**src/rtl/bw_mul_pkg.sv**
```systemverilog
// +----------------------------------------------------------------------+
// | bw_mul_pkg                                                           |
// | Shared width helpers and operand/product types for the BW multiplier |
// | Revision: 1.0                                                        |
// +----------------------------------------------------------------------+
`default_nettype none

package bw_mul_pkg;

   localparam int BW_DEF_WIDTH = 16;

   function automatic int bw_pwidth(input int w);
      return 2 * w;
   endfunction

   typedef logic signed [BW_DEF_WIDTH-1:0]            bw_operand_t;
   typedef logic signed [bw_pwidth(BW_DEF_WIDTH)-1:0] bw_product_t;

endpackage

`default_nettype wire

```
**src/rtl/baugh_wooley_mul16_csa_row.sv**
```systemverilog
// +----------------------------------------------------------------------+
// | bw_csa_row                                                           |
// | Carry-save adder row: N independent full adders, carry unshifted     |
// | Revision: 1.0                                                        |
// +----------------------------------------------------------------------+
`default_nettype none

module bw_csa_row
   import bw_mul_pkg::*;
#(
   parameter int N = bw_pwidth(BW_DEF_WIDTH)
) (
   input  logic [N-1:0] a_i,
   input  logic [N-1:0] b_i,
   input  logic [N-1:0] c_i,
   output logic [N-1:0] sum_o,
   output logic [N-1:0] carry_o
);

   // carry_o[k] carries weight 2^(k+1); the caller applies the shift.
   assign sum_o   = a_i ^ b_i ^ c_i;
   assign carry_o = (a_i & b_i) | (a_i & c_i) | (b_i & c_i);

endmodule

`default_nettype wire

```
**src/rtl/baugh_wooley_mul16.sv**
```systemverilog
// +----------------------------------------------------------------------+
// | baugh_wooley_mul16                                                   |
// | Signed WIDTH x WIDTH Baugh-Wooley array multiplier, registered out.  |
// | Optional macro BW_MUL_PIPE_EN adds a stage before the final adder.   |
// | Revision: 1.0                                                        |
// +----------------------------------------------------------------------+
`default_nettype none

module baugh_wooley_mul16
   import bw_mul_pkg::*;
#(
   parameter int WIDTH = BW_DEF_WIDTH
) (
   input  logic                 clk,
   input  logic                 rst_n,
   input  logic                 in_valid,
   input  logic [WIDTH-1:0]     X,
   input  logic [WIDTH-1:0]     Y,
   output logic                 out_valid,
   output logic [2*WIDTH-1:0]   P
);

   localparam int PW = bw_pwidth(WIDTH);

   // Baugh-Wooley correction: +2^WIDTH and +2^(2*WIDTH-1).
   localparam logic [PW-1:0] C_CORR = {1'b1, {(WIDTH-2){1'b0}}, 1'b1, {WIDTH{1'b0}}};

   logic [WIDTH-1:0][WIDTH-1:0] w_pp;
   logic [WIDTH-1:0][PW-1:0]    w_row;
   logic [WIDTH-2:0][PW-1:0]    w_acc_s;
   logic [WIDTH-2:0][PW-1:0]    w_acc_c;
   logic [WIDTH-3:0][PW-1:0]    w_cy;
   logic [PW-1:0]               w_sum;
   logic                        w_fin_valid;

   logic [PW-1:0]               p_d;
   logic [PW-1:0]               p_q;
   logic                        valid_d;
   logic                        valid_q;

   for (genvar gi = 0; gi < WIDTH; gi++) begin : g_row
      for (genvar gj = 0; gj < WIDTH; gj++) begin : g_bit
         if ((gi == WIDTH-1) != (gj == WIDTH-1)) begin : g_inv
            assign w_pp[gi][gj] = ~(X[gj] & Y[gi]);
         end else begin : g_pos
            assign w_pp[gi][gj] = X[gj] & Y[gi];
         end
      end
      // Row 0 only occupies bits [WIDTH-1:0], so the constants ride in its free upper bits.
      if (gi == 0) begin : g_corr
         assign w_row[gi] = PW'(w_pp[gi]) | C_CORR;
      end else begin : g_shift
         assign w_row[gi] = PW'(w_pp[gi]) << gi;
      end
   end

   assign w_acc_s[0] = w_row[0];
   assign w_acc_c[0] = w_row[1];

   for (genvar gk = 0; gk < WIDTH-2; gk++) begin : g_csa
      bw_csa_row #(.N(PW)) u_csa (
         .a_i     (w_acc_s[gk]),
         .b_i     (w_acc_c[gk]),
         .c_i     (w_row[gk+2]),
         .sum_o   (w_acc_s[gk+1]),
         .carry_o (w_cy[gk])
      );
      assign w_acc_c[gk+1] = w_cy[gk] << 1;
   end

`ifdef BW_MUL_PIPE_EN
   logic [PW-1:0] s_q;
   logic [PW-1:0] c_q;
   logic          v1_q;

   always_ff @(posedge clk or negedge rst_n) begin
      if (!rst_n) begin
         s_q  <= '0;
         c_q  <= '0;
         v1_q <= 1'b0;
      end else begin
         v1_q <= in_valid;
         if (in_valid) begin
            s_q <= w_acc_s[WIDTH-2];
            c_q <= w_acc_c[WIDTH-2];
         end
      end
   end

   assign w_sum       = s_q + c_q;
   assign w_fin_valid = v1_q;
`else
   assign w_sum       = w_acc_s[WIDTH-2] + w_acc_c[WIDTH-2];
   assign w_fin_valid = in_valid;
`endif

   assign valid_d = w_fin_valid;
   assign p_d     = w_fin_valid ? w_sum : p_q;

   always_ff @(posedge clk or negedge rst_n) begin
      if (!rst_n) begin
         p_q     <= '0;
         valid_q <= 1'b0;
      end else begin
         p_q     <= p_d;
         valid_q <= valid_d;
      end
   end

   assign P         = p_q;
   assign out_valid = valid_q;

endmodule

`default_nettype wire

```
**config.mk**
```make
export PLATFORM = sky130hd
export DESIGN_NAME = baugh_wooley_mul16
export DESIGN_NICKNAME = d
export VERILOG_FILES = /design/src/rtl/bw_mul_pkg.sv /design/src/rtl/baugh_wooley_mul16_csa_row.sv /design/src/rtl/baugh_wooley_mul16.sv
export SDC_FILE = /design/constraint.sdc
export NUM_CORES = 1
export LEC_CHECK = 0
export ABC_AREA = 1
export CAP_MARGIN = 25
export CORE_UTILIZATION = 58
export CTS_CLUSTER_SIZE = 16
export DETAILED_ROUTE_END_ITERATION = 12
export PLACE_DENSITY_LB_ADDON = 0.12
export SLEW_MARGIN = 40
export SYNTH_ARGS = -nofsm -noshare
export SYNTH_HDL_FRONTEND = slang
export SYNTH_HIERARCHICAL = 1
export SYNTH_SLANG_ARGS = --single-unit
```
**constraint.sdc**
```tcl
create_clock -name clk -period 2.05 [get_ports clk]
set_clock_uncertainty 0.1 [all_clocks]
set_input_delay 0.41 -clock clk [delete_from_list [all_inputs] [get_ports clk]]
set_output_delay 0.41 -clock clk [all_outputs]
set_load 0.01 [all_outputs]
```
==> flow_summary.yaml, run 1 <==
worst_setup_path:
  cp_max_fo: 5
  required_ns: 2.13
  critPathBufInv: 3
  crit_path_end: "P[28]"
  cp_slowest_cell: "fa_2"
  cpMostUsedCell: "fa_2"
  critPathArrivalTime_ns: 8.61
  r2r-end: "P[21]"
  worst-path-stages: 26
  cpPeakStageDelay_ns: 0.59
  path_class: "in2reg"
  critPathTopFamily: "adder cells"
  critical_path.startpoint: "X[15]"
  critPathLaunchType: "input port"
  end_kind: "flip-flop"
  r2r_setup_slack_ns: 1.28
  r2r_cells: 2
  timing.rr.start: "P[21]"
cts:
  root_buffer: "clkbuf_16"
  cts_made_buffers: 5
  ctsHoldBuffers: 0
  clk_path_buf_depth: 2
  clock_latency_ns: 0.28
  htreeDepth: 2
  cts_tree: "yes"
  cts_sinks: 33
  cts.clk_slew.worst_paths_ns: 0.06
placement:
  dp.cells: 2259
  io_buffers: 67
  place_congestion: 0.831
  pre_cts_ws_ns: -7.45
  dp_hpwl_um: 25600
outcome:
  violations: "setup timing"
  status: "finished, violations left"
job:
  cap_violations: 0
final_layout:
  syn2layout_area_growth_pct: 27.7
  drive_above_1_share_pct: 22.2
  n_antenna_cell: 0
  stdcell_count: 2278
  nNetsFinal: 2467
floorplanning:
  core_mm2: 0.0244
  fp.dieH_um: 160
  io_pins: 68
  num_rows: 57
  initial_core_util_pct: 59.3
  die_area_mm2: 0.0256
  die_x_um: 160
sta:
  rsz0062_at_grt: "true"
  slew_violations: 0
  fin_crit_sh_pct: 416
  hold_viol: 0
  period_minus_slack_ns: 8.53
  setup_viol: 32
  finalWorstSetupSlack_ns: -6.48
  max_freq_ghz: 0.117
drt:
  final_antenna_net_count: 0
  vias_per_cell: 4.58
  wl_per_cell_um: 12.4
  vias: 10400
  drt-pass1-iter-count: 5
  dr.first_iter.drc_count: 351
  finalWirelength_um: 28300
  drc: 0
synthesis:
  synth_compound_area_share_pct: 1.37
  synth_top_family_by_area: "adder cells"
  postSynthCellCount: 1575
  synth_xor_area_share_pct: 0.848
  synthAdderAreaFrac_pct: 64.8
  yosys_register_bits: 33
  synthSimpleGateAreaFrac_pct: 16.9
  avgSynthCellArea_um2: 9.18
  netlist_area_mm2: 0.0145
  synth.area.mux_share_pct: 0
  seq_area_frac_synth_pct: 5.71
  synth.distinct_cells: 25
  yosys_warnings: 6
hold_path:
  hold_path_class: "reg2reg"
  hold_depth: 2
global_route:
  grt_pass1_vias: 11400
  antenna_found_initial: 0
  grt_usage_pct: 24.2
  overflow: 0
  grt_pass1_wl_um: 50500
  grt_start_max_net_pins: 47
## kinds of logic (layout without fill, tap and decap cells)
kind of cell	Yosys count	after routing
adders and majority gates	479	479
DFF	33	33
and+or+nand+nor	612	612
AOI/OAI and AO/OA	38	38
other	2	269
buffers and inverters	397	509
xor gates and xnor gates	14	14
## per-stage QoR
step | utilization (%) | instance area [um^2] | TNS (ns) | hold slack, ns
after global placement | 72.0 | 17600 | -225.16 | 0.353
after CTS | 74.8 | 18200 | -199.27 | 0.379
after global routing | 75.7 | 18500 | -203.72 | 0.404
after detailed placement | 72.0 | 17600 | -227.39 | 0.371
after floorplan | - | 16200 | -209.75 | 0.0144
final | 75.7 | 18500 | -197.60 | 0.377
## flip-flops by register name (all words and copies together), names as in the netlist
signal,cells
P,32
out_valid,1
## final cells by class
type                    count  area (um^2)
clock buffers               5          125
clock inverters             3         17.5
fillers                  1823         5920
inverters                 327         1230
multi-input cells        1412        14300
flip-flops and latches     33          826
well taps                 324          405
repair buffers            174         1590
## worst register-to-register path, stage by stage, from the launching register on
cell	delay [ns]
dfrtp_1	0.41
nand2_1	0.10
nand2_1	0.06
## repair_timing
| action | 4_1_cts | 5_1_grt |
|---|---|---|
| gates cloned | 1 | 0 |
| resized for setup | 192 | 81 |
| setup buffers | 10 | 1 |
| endpoints found under the setup margin | 32 | 32 |
| pin swaps | 179 | 85 |
## Yosys cell counts, drive strengths merged
cell | number | share of area [%]
a21oi | 21 | 0.73
fa | 449 | 62
ha | 30 | 2.6
dfrtp | 33 | 5.7
clkinv | 1 | 0.026
xnor2 | 14 | 0.85
nand2 | 518 | 14
inv | 326 | 8.5
clkbuf | 68 | 1.8
nor3 | 4 | 0.17
nor2 | 37 | 1.0
o21ai | 14 | 0.48
nand3 | 45 | 1.8
buf | 2 | 0.087
nand4 | 3 | 0.13
a21o | 1 | 0.052
conb | 2 | 0.052
nand3b | 5 | 0.26
o21bai | 2 | 0.10
## how the worst min path moves through the flow
stage	start	endpoint
finish	P[29]	P[29]
global route	P[17]	P[17]
CTS	P[29]	P[29]
detailed placement	P[1]	P[1]
global placement	P[0]	P[0]
floorplan	rst_n	P[0]
## per-layer routing
metal	track usage, %	up-vias	wire, um	part of all wire [%]
li1	-	4945	-	-
met1	31.0	5398	11200	40
met2	46.7	79	16500	58
met3	1.12	21	337	1.2
met4	3.07	0	246	0.87
met5	0	-	0	0
## cells in the final DEF, fill, tap and decap left out, types with 13 or more instances in the layout
cell and n:
fa_2 128, nand3_2 13, conb_1 269, nand3_1 32, nand2_4 14, nand2_1 448
fa_1 321, dfrtp_1 33, buf_4 88, inv_2 34, nor2_1 23, inv_1 291
ha_4 19, o21ai_1 13, nand2_2 55, clkdlybuf4s50_1 47
Power of run 1 is not shown: default switching activity piles up to over one toggle a cycle in this logic, so the estimate is an artifact.
==> inputs of run 2 (changes only) <==
Settings changed: SETUP_SLACK_MARGIN from default to 0.3.
==> run 2 against run 1 <==
  * The run still ends with setup timing left
  * Critical path depth unchanged
  * Sequential cell count unchanged
  * Maximum frequency about the same
  * Sequential share of layout area about the same
  * Via count about the same
  * Hold slack about the same
  * Highest routed layer unchanged
==> flow_summary.yaml, run 2 (synthesized netlist as in run 1, its figures left out) <==
cts:
  clk_path_buf_depth: 2
  root_buffer: "clkbuf_16"
  htreeDepth: 2
  clock_latency_ns: 0.28
  cts_sinks: 33
  cts_tree: "yes"
  cts_made_buffers: 5
  cts.clk_slew.worst_paths_ns: 0.06
placement:
  place_congestion: 0.831
  pre_cts_ws_ns: -7.45
  dp_hpwl_um: 25600
  io_buffers: 67
worst_setup_path:
  end_kind: "flip-flop"
  cp_max_fo: 5
  critPathLaunchType: "input port"
  path_class: "in2reg"
  critPathArrivalTime_ns: 8.61
  required_ns: 2.13
job:
  cap_violations: 0
floorplanning:
  core_mm2: 0.0244
  die_area_mm2: 0.0256
  num_rows: 57
  die_x_um: 160
  fp.dieH_um: 160
  initial_core_util_pct: 59.3
  io_pins: 68
global_route:
  grt_pass1_wl_um: 50700
  grt_start_max_net_pins: 47
  grt_pass1_vias: 11500
  overflow: 0
  antenna_found_initial: 0
  grt_usage_pct: 24.3
outcome:
  status: "finished, violations left"
  violations: "setup timing"
drt:
  met1Wirelength_um: 11100
  finalWirelength_um: 28400
  met2_length_um: 16700
  dr_wl_met3_um: 422
  vias: 10400
  wl_per_cell_um: 12.5
  dr.first_iter.drc_count: 342
  highest_layer: "met4"
  final_antenna_net_count: 0
  drc: 0
  drt-pass1-iter-count: 5
  vias_per_cell: 4.58
sta:
  slew_violations: 0
  period_minus_slack_ns: 8.53
  max_freq_ghz: 0.117
  hold_viol: 0
  setup_viol: 32
  finalWorstSetupSlack_ns: -6.48
  fin_crit_sh_pct: 416
  rsz0062_at_grt: "true"
final_layout:
  largest_reg_flops: 32
  syn2layout_area_growth_pct: 27.9
  final_common_cell: "nand2_1"
  nNetsFinal: 2467
  final_cell_mix: "nand2_1, fa_1, inv_1, conb_1, fa_2"
  n_antenna_cell: 0
  drive_above_1_share_pct: 22.4
hold_path:
  hold_path_class: "reg2reg"
-- run 2: final timing paths --
| path | from | to | slack, ns | cells past startpoint |
|---|---|---|---|---|
| setup / recovery | X[15] | P[28] | -6.48 | 26 |
| hold / removal | P[29] | P[29] | 0.38 | 2 |
| setup reg to reg | P[21] | P[21] | 1.28 | 2 |
| hold reg to reg | P[29] | P[29] | 0.38 | 2 |
| max in group asynchronous | rst_n | P[8] | 1.09 | 2 |
| min in group asynchronous | rst_n | P[29] | 0.44 | 2 |
-- run 2: final cells by class --
type	count	area, um^2
repair buffers	174	1590
well taps	324	405
flip-flops and latches	33	826
fillers	1823	5900
multi-input cells	1412	14300
clock buffers	5	125
clock inverters	3	17.5
inverters	327	1230
-- run 2: what timing repair did --
action / CTS / global route
gates cloned: 1 / 0
setup buffers: 9 / 1
endpoints found under the setup margin: 33 / 33
hold buffers: 0 / 0
pin swaps: 165 / 73
hold endpoints to repair: 0 / 0
resized for setup: 200 / 84
-- run 2: critical path: stages --
cell     delay [ns]
buf_8          0.09
buf_6          0.11
nand2_2        0.05
fa_2           0.43
fa_2           0.37
fa_1           0.49
fa_2           0.59
fa_2           0.45
fa_2           0.56
fa_1           0.44
fa_2           0.55
fa_1           0.43
fa_2           0.47
fa_1           0.57
fa_1           0.45
fa_2           0.56
fa_1           0.46
ha_4           0.31
nand2_8        0.12
inv_4          0.04
a21oi_4        0.16
nand2_4        0.08
a21oi_2        0.15
nand3_1        0.08
nand3_1        0.09
nand2_1        0.06
-- run 2: metal layers --
layer  up-vias  track usage (%)
met2        94             46.9
met1      5376             31.0
met4         0             3.16
met3        22             1.12
li1       4946                -
met5         -                0
-- run 2: through the flow --
stage	std cells	utilization, %	area [um^2]	TNS (ns)	hold slack, ns
after CTS	2277	74.8	18200	-199.04	0.379
final	2278	75.8	18500	-198.11	0.377
after global placement	2259	72.0	17600	-225.16	0.353
after detailed placement	2259	72.0	17600	-227.39	0.371
after global routing	2278	75.8	18500	-204.07	0.404
after floorplan	1842	-	16200	-209.75	0.0144
Power of run 2 is left out for the same reason.
==> inputs of run 3 (changes only) <==
--- a/config.mk
+++ b/config.mk
@@ -12,2 +12,3 @@
 export DETAILED_ROUTE_END_ITERATION = 12
+export MAX_ROUTING_LAYER = met4
 export PLACE_DENSITY_LB_ADDON = 0.12
--- a/constraint.sdc
+++ b/constraint.sdc
@@ -4,2 +4,2 @@
 set_output_delay 0.41 -clock clk [all_outputs]
-set_load 0.01 [all_outputs]
+set_load 0.05 [all_outputs]
==> run 3 against run 2 <==
  * The flow still finishes with violations (setup timing)
  * First-iteration DRC count down 11%
  * Sequential cell count did not move
  * Register-to-register slack about the same
  * Routed wire length up 0.75%
==> flow_summary.yaml, run 3 (synthesized netlist as in run 1, its figures left out) <==
outcome:
  status: "finished, violations left"
  violations: "setup timing"
job:
  cap_violations: 0
worst_setup_path:
  r2r_cells: 2
  end_kind: "flip-flop"
  cp_max_fo: 5
  critPathArrivalTime_ns: 8.50
  path_class: "in2reg"
  required_ns: 2.11
  critPathLaunchType: "input port"
cts:
  root_buffer: "clkbuf_16"
  ctsHoldBuffers: 0
  clk_path_buf_depth: 2
  clock_latency_ns: 0.28
  cts.clk_slew.worst_paths_ns: 0.06
  cts_made_buffers: 5
  htreeDepth: 2
  cts_tree: "yes"
  cts_sinks: 33
final_layout:
  nNetsFinal: 2466
  syn2layout_area_growth_pct: 27.0
  stdcell_count: 2277
  nFillCells: 1827
  drive_above_1_share_pct: 22.5
  design_area_mm2: 0.0184
  final_cell_mix: "nand2_1, fa_1, inv_1, conb_1, fa_2"
  final_common_cell: "nand2_1"
  multiInputGateArea_mm2: 0.0142
  largest_reg_flops: 32
  layout.area.seq_um2: 826
  n_antenna_cell: 0
sta:
  setup_viol: 32
  hold_viol: 0
  fin_crit_sh_pct: 411
  finalWorstSetupSlack_ns: -6.38
  rsz0062_at_grt: "true"
  max_freq_ghz: 0.119
  slew_violations: 0
  tns_ns: -196.90
  period_minus_slack_ns: 8.43
floorplanning:
  die_x_um: 160
  initial_core_util_pct: 59.3
  io_pins: 68
  fp.dieH_um: 160
  core_mm2: 0.0244
  die_area_mm2: 0.0256
  num_rows: 57
drt:
  vias: 10500
  drt-pass1-iter-count: 4
  final_antenna_net_count: 0
  drc: 0
  vias_per_cell: 4.59
  finalWirelength_um: 28600
  dr.first_iter.drc_count: 303
  wl_per_cell_um: 12.6
global_route:
  grt_usage_pct: 25.6
  grt_pass1_wl_um: 51100
  grt_start_max_net_pins: 47
  antenna_found_initial: 0
  grt_pass1_vias: 11500
  overflow: 0
hold_path:
  hold_depth: 2
  hold_path_class: "reg2reg"
placement:
  io_buffers: 67
  place_congestion: 0.836
  dp.cells: 2257
  placed_cell_area_mm2: 0.0175
  dp_hpwl_um: 26000
## run 3: cell type report
type	count	area share, %
clock buffers	5	0.681
clock inverters	3	0.0954
inverters	327	6.68
multi-input cells	1412	77.5
flip-flops and latches	33	4.50
well taps	324	2.21
repair buffers	173	8.35
## run 3: layer usage
| layer | global-route usage, % | part of all wire (%) | vias to the layer above |
|---|---|---|---|
| met4 | 2.68 | 0.87 | 0 |
| met3 | 1.12 | 0.93 | 23 |
| met1 | 31.3 | 39 | 5422 |
| li1 | - | - | 4950 |
| met5 | - | 0 | - |
| met2 | 48.5 | 59 | 66 |
## run 3: final timing paths
kind | startpoint | slack, ns | to
max | X[15] | -6.38 | P[29]
min | P[1] | 0.37 | P[1]
max reg2reg | P[8] | 1.29 | P[8]
min reg2reg | P[1] | 0.37 | P[1]
max in group asynchronous | rst_n | 1.10 | P[2]
min in group asynchronous | rst_n | 0.45 | P[31]
## run 3: what timing repair did
item                       CTS  global route
buffers inserted             9             2
pin swaps                  189            71
cloned                       1             0
setup endpoints to repair   59            33
resized for setup          234            52
## run 3: metrics by stage
step | hold WS, ns | setup WS (ns) | util, %
after floorplan | 0.0144 | -6.78 | -
after global placement | 0.352 | -7.34 | 71.9
after detailed placement | 0.363 | -7.46 | 71.9
after CTS | 0.370 | -6.53 | 74.7
after global routing | 0.385 | -6.59 | 75.3
final | 0.365 | -6.38 | 75.3
## run 3: worst max-delay path, cell delays in order
cell,delay [ns]
buf_12,0.09
buf_8,0.12
nand2_4,0.05
fa_2,0.53
fa_2,0.44
fa_2,0.54
fa_2,0.44
fa_2,0.54
fa_2,0.44
fa_2,0.54
fa_2,0.44
fa_2,0.55
fa_2,0.44
fa_2,0.54
fa_2,0.44
fa_2,0.54
fa_2,0.45
ha_4,0.18
nand2_2,0.06
nand2_2,0.06
inv_2,0.05
nand2_2,0.05
nand2_2,0.06
nand2_2,0.08
a21oi_2,0.14
nand3_1,0.10
nand3_2,0.10
nand2_1,0.05
Power of run 3 is left out for the same reason.
